[src/rtl/clip_pkg.sv]
// Shared types and constants for the multichannel clip/distortion stage.
package clip_pkg;

   typedef enum logic [1:0] {
      MODE_BYPASS = 2'd0,
      MODE_HARD   = 2'd1,
      MODE_ASYM   = 2'd2,
      MODE_SOFT   = 2'd3
   } clip_mode_t;

   typedef enum logic [1:0] {
      IDLE   = 2'd0,
      GAIN   = 2'd1,
      CLIP   = 2'd2,
      OUTPUT = 2'd3
   } clip_state_t;

   typedef enum logic [1:0] {
      SEL_MODE    = 2'd0,
      SEL_GAIN    = 2'd1,
      SEL_THR_POS = 2'd2,
      SEL_THR_NEG = 2'd3
   } cfg_sel_t;

   // Gain is fixed point with this many fractional bits (0x10 == 1.0).
   localparam int unsigned GAIN_FRAC = 4;
   localparam int unsigned COUNT_W   = 16;

endpackage

[src/rtl/multi_clip_effect_if.sv]
// Sample stream handshake between upstream, the clip stage and downstream.
interface multi_clip_effect_if #(
   parameter int DATA_WIDTH = 16,
   parameter int CH_W       = 1
) ();

   logic signed [DATA_WIDTH-1:0] i_data;
   logic        [CH_W-1:0]       i_ch;
   logic                         i_valid;
   logic                         o_ready;
   logic signed [DATA_WIDTH-1:0] o_data;
   logic        [CH_W-1:0]       o_ch;
   logic                         o_valid;
   logic                         i_ready;

   // Driver side: supplies input samples and the downstream ready.
   modport master (
      output i_data, i_ch, i_valid, i_ready,
      input  o_ready, o_data, o_ch, o_valid
   );

   // Clip stage side.
   modport slave (
      input  i_data, i_ch, i_valid, i_ready,
      output o_ready, o_data, o_ch, o_valid
   );

endinterface

[src/rtl/clip_core.sv]
// Combinational clip kernel: bypass, hard, asymmetric hard and soft-knee.
// Magnitudes are handled at DATA_WIDTH+1 bits so the most negative input
// has a representable absolute value.
module clip_core
   import clip_pkg::*;
#(
   parameter int DATA_WIDTH = 16
) (
   input  logic signed [DATA_WIDTH-1:0] x,
   input  clip_mode_t                   mode,
   input  logic        [DATA_WIDTH-2:0] thr_pos,
   input  logic        [DATA_WIDTH-2:0] thr_neg,
   output logic signed [DATA_WIDTH-1:0] y,
   output logic                         clipped
);

   localparam int W = DATA_WIDTH + 1;

   logic                  neg;
   logic [W-1:0]          xe;
   logic [W-1:0]          ax;
   logic [W-1:0]          tp;
   logic [W-1:0]          tn;
   logic [W-1:0]          knee;
   logic [W-1:0]          lim;
   logic [W-1:0]          mag;
   logic [DATA_WIDTH-1:0] sgn;

   // Limit |x| according to the mode, then restore the sign.
   always_comb begin
      neg  = x[DATA_WIDTH-1];
      xe   = {x[DATA_WIDTH-1], x};
      ax   = neg ? (~xe + W'(1)) : xe;
      tp   = W'(thr_pos);
      tn   = W'(thr_neg);
      knee = tp >> 1;
      lim  = tp;
      mag  = ax;
      case (mode)
         MODE_HARD, MODE_ASYM: begin
            lim = (neg && (mode == MODE_ASYM)) ? tn : tp;
            if (ax > lim) mag = lim;
         end
         MODE_SOFT: begin
            if (ax > knee) begin
               mag = knee + ((ax - knee) >> 1);
               if (mag > tp) mag = tp;
            end
         end
         default: ;
      endcase
      sgn     = neg ? (~mag[DATA_WIDTH-1:0] + DATA_WIDTH'(1)) : mag[DATA_WIDTH-1:0];
      y       = (mode == MODE_BYPASS) ? x : $signed(sgn);
      clipped = (mode != MODE_BYPASS) && (y != x);
   end

endmodule

[src/rtl/multi_clip_effect.sv]
// Multichannel pre-gain + clip stage with per-channel config registers.
// Optional feature macro: CLIP_COUNT_EN enables the saturating clip event
// counter on o_clip_count (otherwise it is tied to zero).
module multi_clip_effect
   import clip_pkg::*;
#(
   parameter  int DATA_WIDTH = 16,
   parameter  int CHANNELS   = 2,
   parameter  int GAIN_WIDTH = 8,
   localparam int CH_W       = (CHANNELS > 1) ? $clog2(CHANNELS) : 1
) (
   input  logic                   clk,
   input  logic                   reset,
   multi_clip_effect_if.slave     bus,
   input  logic                   cfg_we,
   input  logic [CH_W-1:0]        cfg_ch,
   input  logic [1:0]             cfg_sel,
   input  logic [DATA_WIDTH-1:0]  cfg_data,
   output logic [COUNT_W-1:0]     o_clip_count
);

   localparam int PW = DATA_WIDTH + GAIN_WIDTH + 1;
   localparam logic [CH_W:0] CH_LIMIT = (CH_W+1)'(CHANNELS);
   localparam logic signed [PW-1:0] SAT_MAX = {{(GAIN_WIDTH+2){1'b0}}, {(DATA_WIDTH-1){1'b1}}};
   localparam logic signed [PW-1:0] SAT_MIN = {{(GAIN_WIDTH+2){1'b1}}, {(DATA_WIDTH-1){1'b0}}};
   localparam logic [GAIN_WIDTH-1:0] GAIN_ONE = GAIN_WIDTH'(1 << GAIN_FRAC);

   clip_mode_t                cfg_mode [CHANNELS];
   logic [GAIN_WIDTH-1:0]     cfg_gain [CHANNELS];
   logic [DATA_WIDTH-2:0]     cfg_tp   [CHANNELS];
   logic [DATA_WIDTH-2:0]     cfg_tn   [CHANNELS];

   clip_state_t               state;
   logic signed [DATA_WIDTH-1:0] cap_data;
   logic [CH_W-1:0]           cap_ch;
   clip_mode_t                snap_mode;
   logic [GAIN_WIDTH-1:0]     snap_gain;
   logic [DATA_WIDTH-2:0]     snap_tp;
   logic [DATA_WIDTH-2:0]     snap_tn;
   logic signed [DATA_WIDTH-1:0] gained;

   logic                      in_ch_ok;
   logic                      cfg_ch_ok;
   logic [CH_W-1:0]           rd_idx;
   logic signed [PW-1:0]      prod;
   logic signed [PW-1:0]      prod_sh;
   logic signed [DATA_WIDTH-1:0] gain_sat;
   logic signed [DATA_WIDTH-1:0] core_y;
   logic                      core_clipped;
   logic                      count_clear;
   logic                      unused_cfg_msb;

   assign unused_cfg_msb = cfg_data[DATA_WIDTH-1];

   // Out-of-range input tags read channel 0 settings; out-of-range config targets are dropped.
   always_comb begin
      in_ch_ok  = ({1'b0, bus.i_ch} < CH_LIMIT);
      cfg_ch_ok = ({1'b0, cfg_ch} < CH_LIMIT);
      rd_idx    = in_ch_ok ? bus.i_ch : '0;
   end

`ifdef CLIP_COUNT_EN
   assign count_clear = cfg_we && (cfg_sel == SEL_THR_NEG) && (&cfg_ch);
`else
   assign count_clear = 1'b0;
`endif

   // Per-channel configuration registers.
   always_ff @(posedge clk) begin
      if (reset) begin
         for (int unsigned i = 0; i < CHANNELS; i++) begin
            cfg_mode[i] <= MODE_BYPASS;
            cfg_gain[i] <= GAIN_ONE;
            cfg_tp[i]   <= '1;
            cfg_tn[i]   <= '1;
         end
      end else if (cfg_we && cfg_ch_ok) begin
         case (cfg_sel_t'(cfg_sel))
            SEL_MODE:    cfg_mode[cfg_ch] <= clip_mode_t'(cfg_data[1:0]);
            SEL_GAIN:    cfg_gain[cfg_ch] <= cfg_data[GAIN_WIDTH-1:0];
            SEL_THR_POS: cfg_tp[cfg_ch]   <= cfg_data[DATA_WIDTH-2:0];
            SEL_THR_NEG: if (!count_clear) cfg_tn[cfg_ch] <= cfg_data[DATA_WIDTH-2:0];
            default: ;
         endcase
      end
   end

   // Pre-gain: signed sample times unsigned gain, drop fraction, saturate.
   always_comb begin
      prod    = PW'(cap_data) * PW'($signed({1'b0, snap_gain}));
      prod_sh = prod >>> GAIN_FRAC;
      if (prod_sh > SAT_MAX)      gain_sat = SAT_MAX[DATA_WIDTH-1:0];
      else if (prod_sh < SAT_MIN) gain_sat = SAT_MIN[DATA_WIDTH-1:0];
      else                        gain_sat = prod_sh[DATA_WIDTH-1:0];
   end

   clip_core #(
      .DATA_WIDTH (DATA_WIDTH)
   ) u_clip_core (
      .x       (gained),
      .mode    (snap_mode),
      .thr_pos (snap_tp),
      .thr_neg (snap_tn),
      .y       (core_y),
      .clipped (core_clipped)
   );

   // Transaction FSM: accept, gain, clip, hold output until taken.
   always_ff @(posedge clk) begin
      if (reset) begin
         state       <= IDLE;
         bus.o_ready <= 1'b1;
         bus.o_valid <= 1'b0;
         bus.o_data  <= '0;
         bus.o_ch    <= '0;
         cap_data    <= '0;
         cap_ch      <= '0;
         snap_mode   <= MODE_BYPASS;
         snap_gain   <= GAIN_ONE;
         snap_tp     <= '1;
         snap_tn     <= '1;
         gained      <= '0;
      end else begin
         case (state)
            IDLE: begin
               if (bus.i_valid && bus.o_ready) begin
                  cap_data    <= bus.i_data;
                  cap_ch      <= bus.i_ch;
                  snap_mode   <= cfg_mode[rd_idx];
                  snap_gain   <= cfg_gain[rd_idx];
                  snap_tp     <= cfg_tp[rd_idx];
                  snap_tn     <= cfg_tn[rd_idx];
                  bus.o_ready <= 1'b0;
                  state       <= GAIN;
               end
            end
            GAIN: begin
               gained <= gain_sat;
               state  <= CLIP;
            end
            CLIP: begin
               bus.o_data  <= core_y;
               bus.o_ch    <= cap_ch;
               bus.o_valid <= 1'b1;
               state       <= OUTPUT;
            end
            OUTPUT: begin
               if (bus.i_ready) begin
                  bus.o_valid <= 1'b0;
                  bus.o_ready <= 1'b1;
                  state       <= IDLE;
               end
            end
            default: state <= IDLE;
         endcase
      end
   end

`ifdef CLIP_COUNT_EN
   // Saturating clip event counter; the reserved thr_neg write clears it.
   always_ff @(posedge clk) begin
      if (reset || count_clear) begin
         o_clip_count <= '0;
      end else if ((state == CLIP) && core_clipped && (o_clip_count != '1)) begin
         o_clip_count <= o_clip_count + COUNT_W'(1);
      end
   end
`else
   logic unused_clipped;
   assign unused_clipped = core_clipped ^ count_clear;
   assign o_clip_count   = '0;
`endif

endmodule
[src/flat_wrapper.sv]
// flat-port wrapper written by rule: the top's interface ports become plain ports
module multi_clip_effect_flat import clip_pkg::*;
#(
   parameter  int DATA_WIDTH = 16,
   parameter  int CHANNELS   = 2,
   parameter  int GAIN_WIDTH = 8,
   localparam int CH_W       = (CHANNELS > 1) ? $clog2(CHANNELS) : 1
)
  (clk, reset, cfg_we, cfg_ch, cfg_sel, cfg_data, o_clip_count, bus_i_data, bus_i_ch, bus_i_valid, bus_i_ready, bus_o_ready, bus_o_data, bus_o_ch, bus_o_valid);
  multi_clip_effect_if #(.DATA_WIDTH(DATA_WIDTH)) bus_i ();
  input  logic clk;
  input  logic reset;
  input  logic cfg_we;
  input  logic [CH_W-1:0] cfg_ch;
  input  logic [1:0] cfg_sel;
  input  logic [DATA_WIDTH-1:0] cfg_data;
  output logic [COUNT_W-1:0] o_clip_count;
  input wire logic [$bits(bus_i.i_data)-1:0] bus_i_data;
  input wire logic [$bits(bus_i.i_ch)-1:0] bus_i_ch;
  input wire logic [$bits(bus_i.i_valid)-1:0] bus_i_valid;
  input wire logic [$bits(bus_i.i_ready)-1:0] bus_i_ready;
  output wire logic [$bits(bus_i.o_ready)-1:0] bus_o_ready;
  output wire logic [$bits(bus_i.o_data)-1:0] bus_o_data;
  output wire logic [$bits(bus_i.o_ch)-1:0] bus_o_ch;
  output wire logic [$bits(bus_i.o_valid)-1:0] bus_o_valid;
  assign bus_i.i_data = bus_i_data;
  assign bus_i.i_ch = bus_i_ch;
  assign bus_i.i_valid = bus_i_valid;
  assign bus_i.i_ready = bus_i_ready;
  assign bus_o_ready = bus_i.o_ready;
  assign bus_o_data = bus_i.o_data;
  assign bus_o_ch = bus_i.o_ch;
  assign bus_o_valid = bus_i.o_valid;
  multi_clip_effect #(.DATA_WIDTH(DATA_WIDTH), .CHANNELS(CHANNELS), .GAIN_WIDTH(GAIN_WIDTH)) u_core (.clk(clk), .reset(reset), .bus(bus_i), .cfg_we(cfg_we), .cfg_ch(cfg_ch), .cfg_sel(cfg_sel), .cfg_data(cfg_data), .o_clip_count(o_clip_count));
endmodule
[config.mk]
export PLATFORM = sky130hd
export DESIGN_NAME = multi_clip_effect_flat
export DESIGN_NICKNAME = d
export VERILOG_FILES = /design/src/rtl/clip_pkg.sv /design/src/rtl/multi_clip_effect_if.sv /design/src/rtl/clip_core.sv /design/src/rtl/multi_clip_effect.sv /design/src/flat_wrapper.sv
export SDC_FILE = /design/constraint.sdc
export NUM_CORES = 1
export LEC_CHECK = 0
export CAP_MARGIN = 10
export CORE_ASPECT_RATIO = 1.2
export CORE_MARGIN = 1.5
export CORE_UTILIZATION = 50
export CTS_CLUSTER_SIZE = 16
export DETAILED_ROUTE_END_ITERATION = 8
export PLACE_DENSITY = 0.69
export SLEW_MARGIN = 30
export SYNTH_ARGS = -nofsm -noshare
export SYNTH_HDL_FRONTEND = slang
export SYNTH_SLANG_ARGS = --single-unit
[constraint.sdc]
create_clock -name clk -period 14.6 [get_ports clk]
set_input_delay 2.19 -clock clk [delete_from_list [all_inputs] [get_ports clk]]
set_output_delay 2.19 -clock clk [all_outputs]
set_load 0.01 [all_outputs]
==> metrics.md <==
| Metric | Value |
|---|---|
| Number of buffers added on ports | 58 |
| Total wire length after detailed routing | 41,450 um |
| Reg-to-Reg Start | u_core.gained[0] |
| Post-route core utilization | 55.19% |
| Synth warnings | 0 |
| Ratio of cells with drive above 1 in the final layout | 6.372% |
| Critical Path AT | 9490 ps |
| Worst-case headroom to the max-slew limit | 28.16% |
| Number of buffers added by the clock tree synthesis step | 17 |
| Reg clk slew, reported paths | 70 ps |
| Buffer depth of the longest clock path | 2 |
| Net count of the finished layout | 2,037 |
| Number of fill cells in the layout | 2,834 |
| Critical path peak fanout | 12 |
| Clock tree sinks | 174 |
| FF-to-FF path depth | 37 |
| Final critical-path share of the clock period | 62.94% |
| Primary flip-flop cell chosen by synthesis mapping | dfxtp_1 |
| Via count of the first global-routing pass | 12,570 |
| Transition time of the tightest slew-check pin | 1070 ps |
| RSZ-0062 raised after global routing | false |
| Start point of the worst hold path | u_core.snap_tn[6] |
| DRC viols | 0 |
| CTS tree | done |
| Buffer cell driving the clock tree root | clkbuf_16 |
| Worst r2r dst | u_core.bus.o_data[12] |
| Combined global-route utilization of all metal layers | 25.50% |
| Post_cts resized | 0 |
| Via density per instance | 5.840 |
| Maximum number of pins on one net before global-route repair | 70 |
| First-pass GRT wire length | 66,250 um |
| Number of antenna violations at the first check in global routing | 0 |
| Area of the mapped netlist | 0.01594 mm2 |
| Final std cells w/o fill | 2,190 |
| Max capacitance violation total | 0 |
| Proportion of register bits with asynchronous set or reset after synthesis | 0% |
| Number of primary I/O pins | 76 |
| Worst skew pair latency | 440 ps |
| Crit Path Category | reg -> reg |
| Highest achievable clock rate | 108.8 MHz |
| Number of placed cells counting well taps | 2,158 |
| Area taken by flip-flops and latches | 0.004284 mm2 |
| Violation count after the first detailed-routing iteration | 928 |
| Worst path required time | 14,900 ps |
| Number of iterations in the first detailed-routing pass | 5 |
| Post-CTS setup buffer count | 0 |
| Summed area of non-filler cells in the final layout | 0.01731 mm2 |
| Time the final worst path needs with I/O delays and setup | 9190 ps |
| Setup violation total in the final timing report | 0 |
| Critical path endpoint category | flip-flop |
| Maximum level of the CTS H-tree | 4 |
| Portion of the post-synthesis area used by sequential elements | 26.87% |
| Die height | 198.6 um |
| Hold-fix buffer count after cts | 0 |
| Area Overhead vs Synth | 8.562% |
| Final TNS setup | 0 ps |
| Worst path buffer plus inverter count | 2 |
| Count of final hold-check violations | 0 |
| Dominant cells by area after synthesis | edfxtp_1, fa_1, dfxtp_1, ha_1, mux2i_1 |
| EDFF count, synth | 80 |
| Slowest Stage Delay on Critical Path | 460 ps |
| Residual antenna-violating net count after detailed routing | 0 |
| Number of instances in the synthesized netlist | 1,765 |
| Max-slew violation total from the final report | 0 |
| Width of the die | 166.0 um |
| Number of cells traversed by the worst hold path | 1 |
| GPL Wtd Cong | 0.9241 |
| Placed wire-length estimate | 31,360 um |
| Kind of start point of the critical path | flip-flop |
| Remaining global-route overflow | 0 |
| Initial standard-cell utilization of the core | 50.84% |
| N_diodes | 0 |
| Post-route clock skew | 11.66 ps |
| Mean Syn Cell Area | 9.033 um2 |
| Die Footprint | 0.03297 mm2 |
| Instance area at placement | 0.01675 mm2 |
| Number of core rows | 71 |
| Reg2Reg Setup Slack | 5410 ps |
| Fraction of post-synthesis cell area in the top cell type by area | 15.07% |
| Largest area contributor in the netlist | edfxtp_1 |
| CP dominant cell by count | ha_1 |
| Kind of path behind the tightest hold check | reg -> reg |
| Slowest CP cell | mux2i_1 |
| Endpoint, Worst Hold | u_core.snap_tn[6] |
| Post-synthesis register bit count | 174 |
| Core ar. | 0.03136 mm2 |
| Result of the run | completed |
| Kind of cell adding the most delay to the critical path | compound AO/OA/AOI/OAI gates |
| Total number of vias | 12,790 |
| Number of distinct standard cells referenced by the synthesized netlist | 98 |
| Footprint of the multi-input gates | 0.01059 mm2 |
| Routed length per instance | 18.93 um |
[cells in the mapped netlist (5+ instances only)]
| cell type | number |
|---|---|
| o21a_1 | 10 |
| a2111oi_0 | 5 |
| and3_1 | 9 |
| nand2_1 | 160 |
| xnor2_1 | 42 |
| mux2i_1 | 67 |
| o21bai_1 | 15 |
| nand2b_1 | 11 |
| o21ai_0 | 53 |
| buf_4 | 16 |
| o31ai_1 | 8 |
| a221oi_1 | 6 |
| nor2b_1 | 16 |
| nand3_1 | 25 |
| nor2_1 | 132 |
| o211ai_1 | 11 |
| clkbuf_1 | 68 |
| ha_1 | 116 |
| a41oi_1 | 5 |
| a211o_1 | 37 |
| edfxtp_1 | 80 |
| inv_1 | 178 |
| or2_2 | 32 |
| nand4_1 | 12 |
| a21o_1 | 26 |
| a211oi_1 | 52 |
| buf_1 | 8 |
| or3_1 | 35 |
| xor2_1 | 27 |
| dfxtp_1 | 94 |
| and2_1 | 93 |
| a31oi_1 | 6 |
| nor3_1 | 20 |
| fa_1 | 104 |
| a21oi_1 | 71 |
| o22ai_1 | 7 |
[cell families (layout without fill, tap and decap cells)]
| kind of cell | Yosys count | in the layout | synth area share [%] |
|---|---|---|---|
| AND/OR/NAND/NOR | 579 | 579 | 18.38 |
| AO/OA/AOI/OAI | 375 | 375 | 17.30 |
| buffers and inverters | 278 | 287 | 7.095 |
| adder cells (fa/ha/maj) | 220 | 220 | 22.16 |
| flip-flops | 174 | 174 | 26.87 |
| XOR/XNOR | 70 | 70 | 3.893 |
| multiplexers | 68 | 68 | 4.277 |
| other | 1 | 16 | 0.02352 |
[layout by cell type, fill, tap and decap left out, types with 24 or more instances in the layout]
| cell | synthesis | layout |
|---|---|---|
| and2_1 | 93 | 93 |
| a21o_1 | 26 | 26 |
| xnor2_1 | 42 | 42 |
| or3_1 | 35 | 35 |
| nor2_1 | 132 | 132 |
| nand2_1 | 160 | 160 |
| dfxtp_1 | 94 | 94 |
| xor2_1 | 27 | 27 |
| or2_2 | 32 | 32 |
| a21oi_1 | 71 | 71 |
| edfxtp_1 | 80 | 80 |
| mux2i_1 | 67 | 67 |
| a211oi_1 | 52 | 52 |
| a211o_1 | 37 | 37 |
| o21ai_0 | 53 | 53 |
| nand3_1 | 25 | 24 |
| clkdlybuf4s50_1 | 0 | 56 |
| fa_1 | 104 | 104 |
| inv_1 | 178 | 178 |
| ha_1 | 116 | 116 |
[layout make-up]
class	count	area share (%)
inverter	179	3.882
sequential	174	24.75
timing repair buffer	76	4.092
clock buffer	22	2.566
multi-input combinational	1328	61.18
clock inverter	10	0.6289
tap	401	2.899
[layer usage]
| layer | part of all wire [%] | GRT usage, % | up-vias | wire length (um) |
|---|---|---|---|---|
| li1 | - | - | 6120 | - |
| met1 | 44 | 32.72 | 6211 | 18180 |
| met2 | 47 | 42.95 | 364 | 19530 |
| met3 | 5.1 | 3.721 | 94 | 2118 |
| met4 | 3.9 | 11.04 | 0 | 1630 |
| met5 | 0 | 0 | - | 0 |
[worst max path at each step]
stage          depth (start not counted)               from               endpoint
6_report                              37   u_core.gained[0]  u_core.bus.o_data[12]
5_1_grt                               37   u_core.gained[0]  u_core.bus.o_data[12]
4_1_cts                               37   u_core.gained[0]  u_core.bus.o_data[12]
3_5_place_dp                          37   u_core.gained[0]  u_core.bus.o_data[12]
3_3_place_gp                          36   u_core.gained[0]  u_core.bus.o_data[12]
2_1_floorplan                         38  u_core.gained[15]  u_core.bus.o_data[12]
[through the flow]
step                hold slack (ps)  setup WS, ps
floorplan                     431.3          7100
global placement              441.6          5721
detailed placement            450.2          5685
CTS                           463.1          5615
global route                  479.7          4737
finish                        460.2          5410
[sequential cells by signal, summed over array words and instances, names as in the netlist]
| signal | count |
|---|---|
| u_core.gained | 16 |
| u_core.cfg_tn | 30 |
| u_core.cap_ch | 1 |
| u_core.cfg_tp | 30 |
| u_core.snap_mode | 2 |
| u_core.snap_gain | 8 |
| u_core.bus.o_ch | 1 |
| u_core.cap_data | 16 |
| u_core.cfg_gain | 16 |
| u_core.bus.o_valid | 1 |
| u_core.state | 2 |
| u_core.cfg_mode | 4 |
| u_core.bus.o_ready | 1 |
| u_core.snap_tp | 15 |
| u_core.bus.o_data | 16 |
| u_core.snap_tn | 15 |
Power is not shown: default switching activity piles up to over one toggle a cycle in this logic, so the estimate is an artifact.
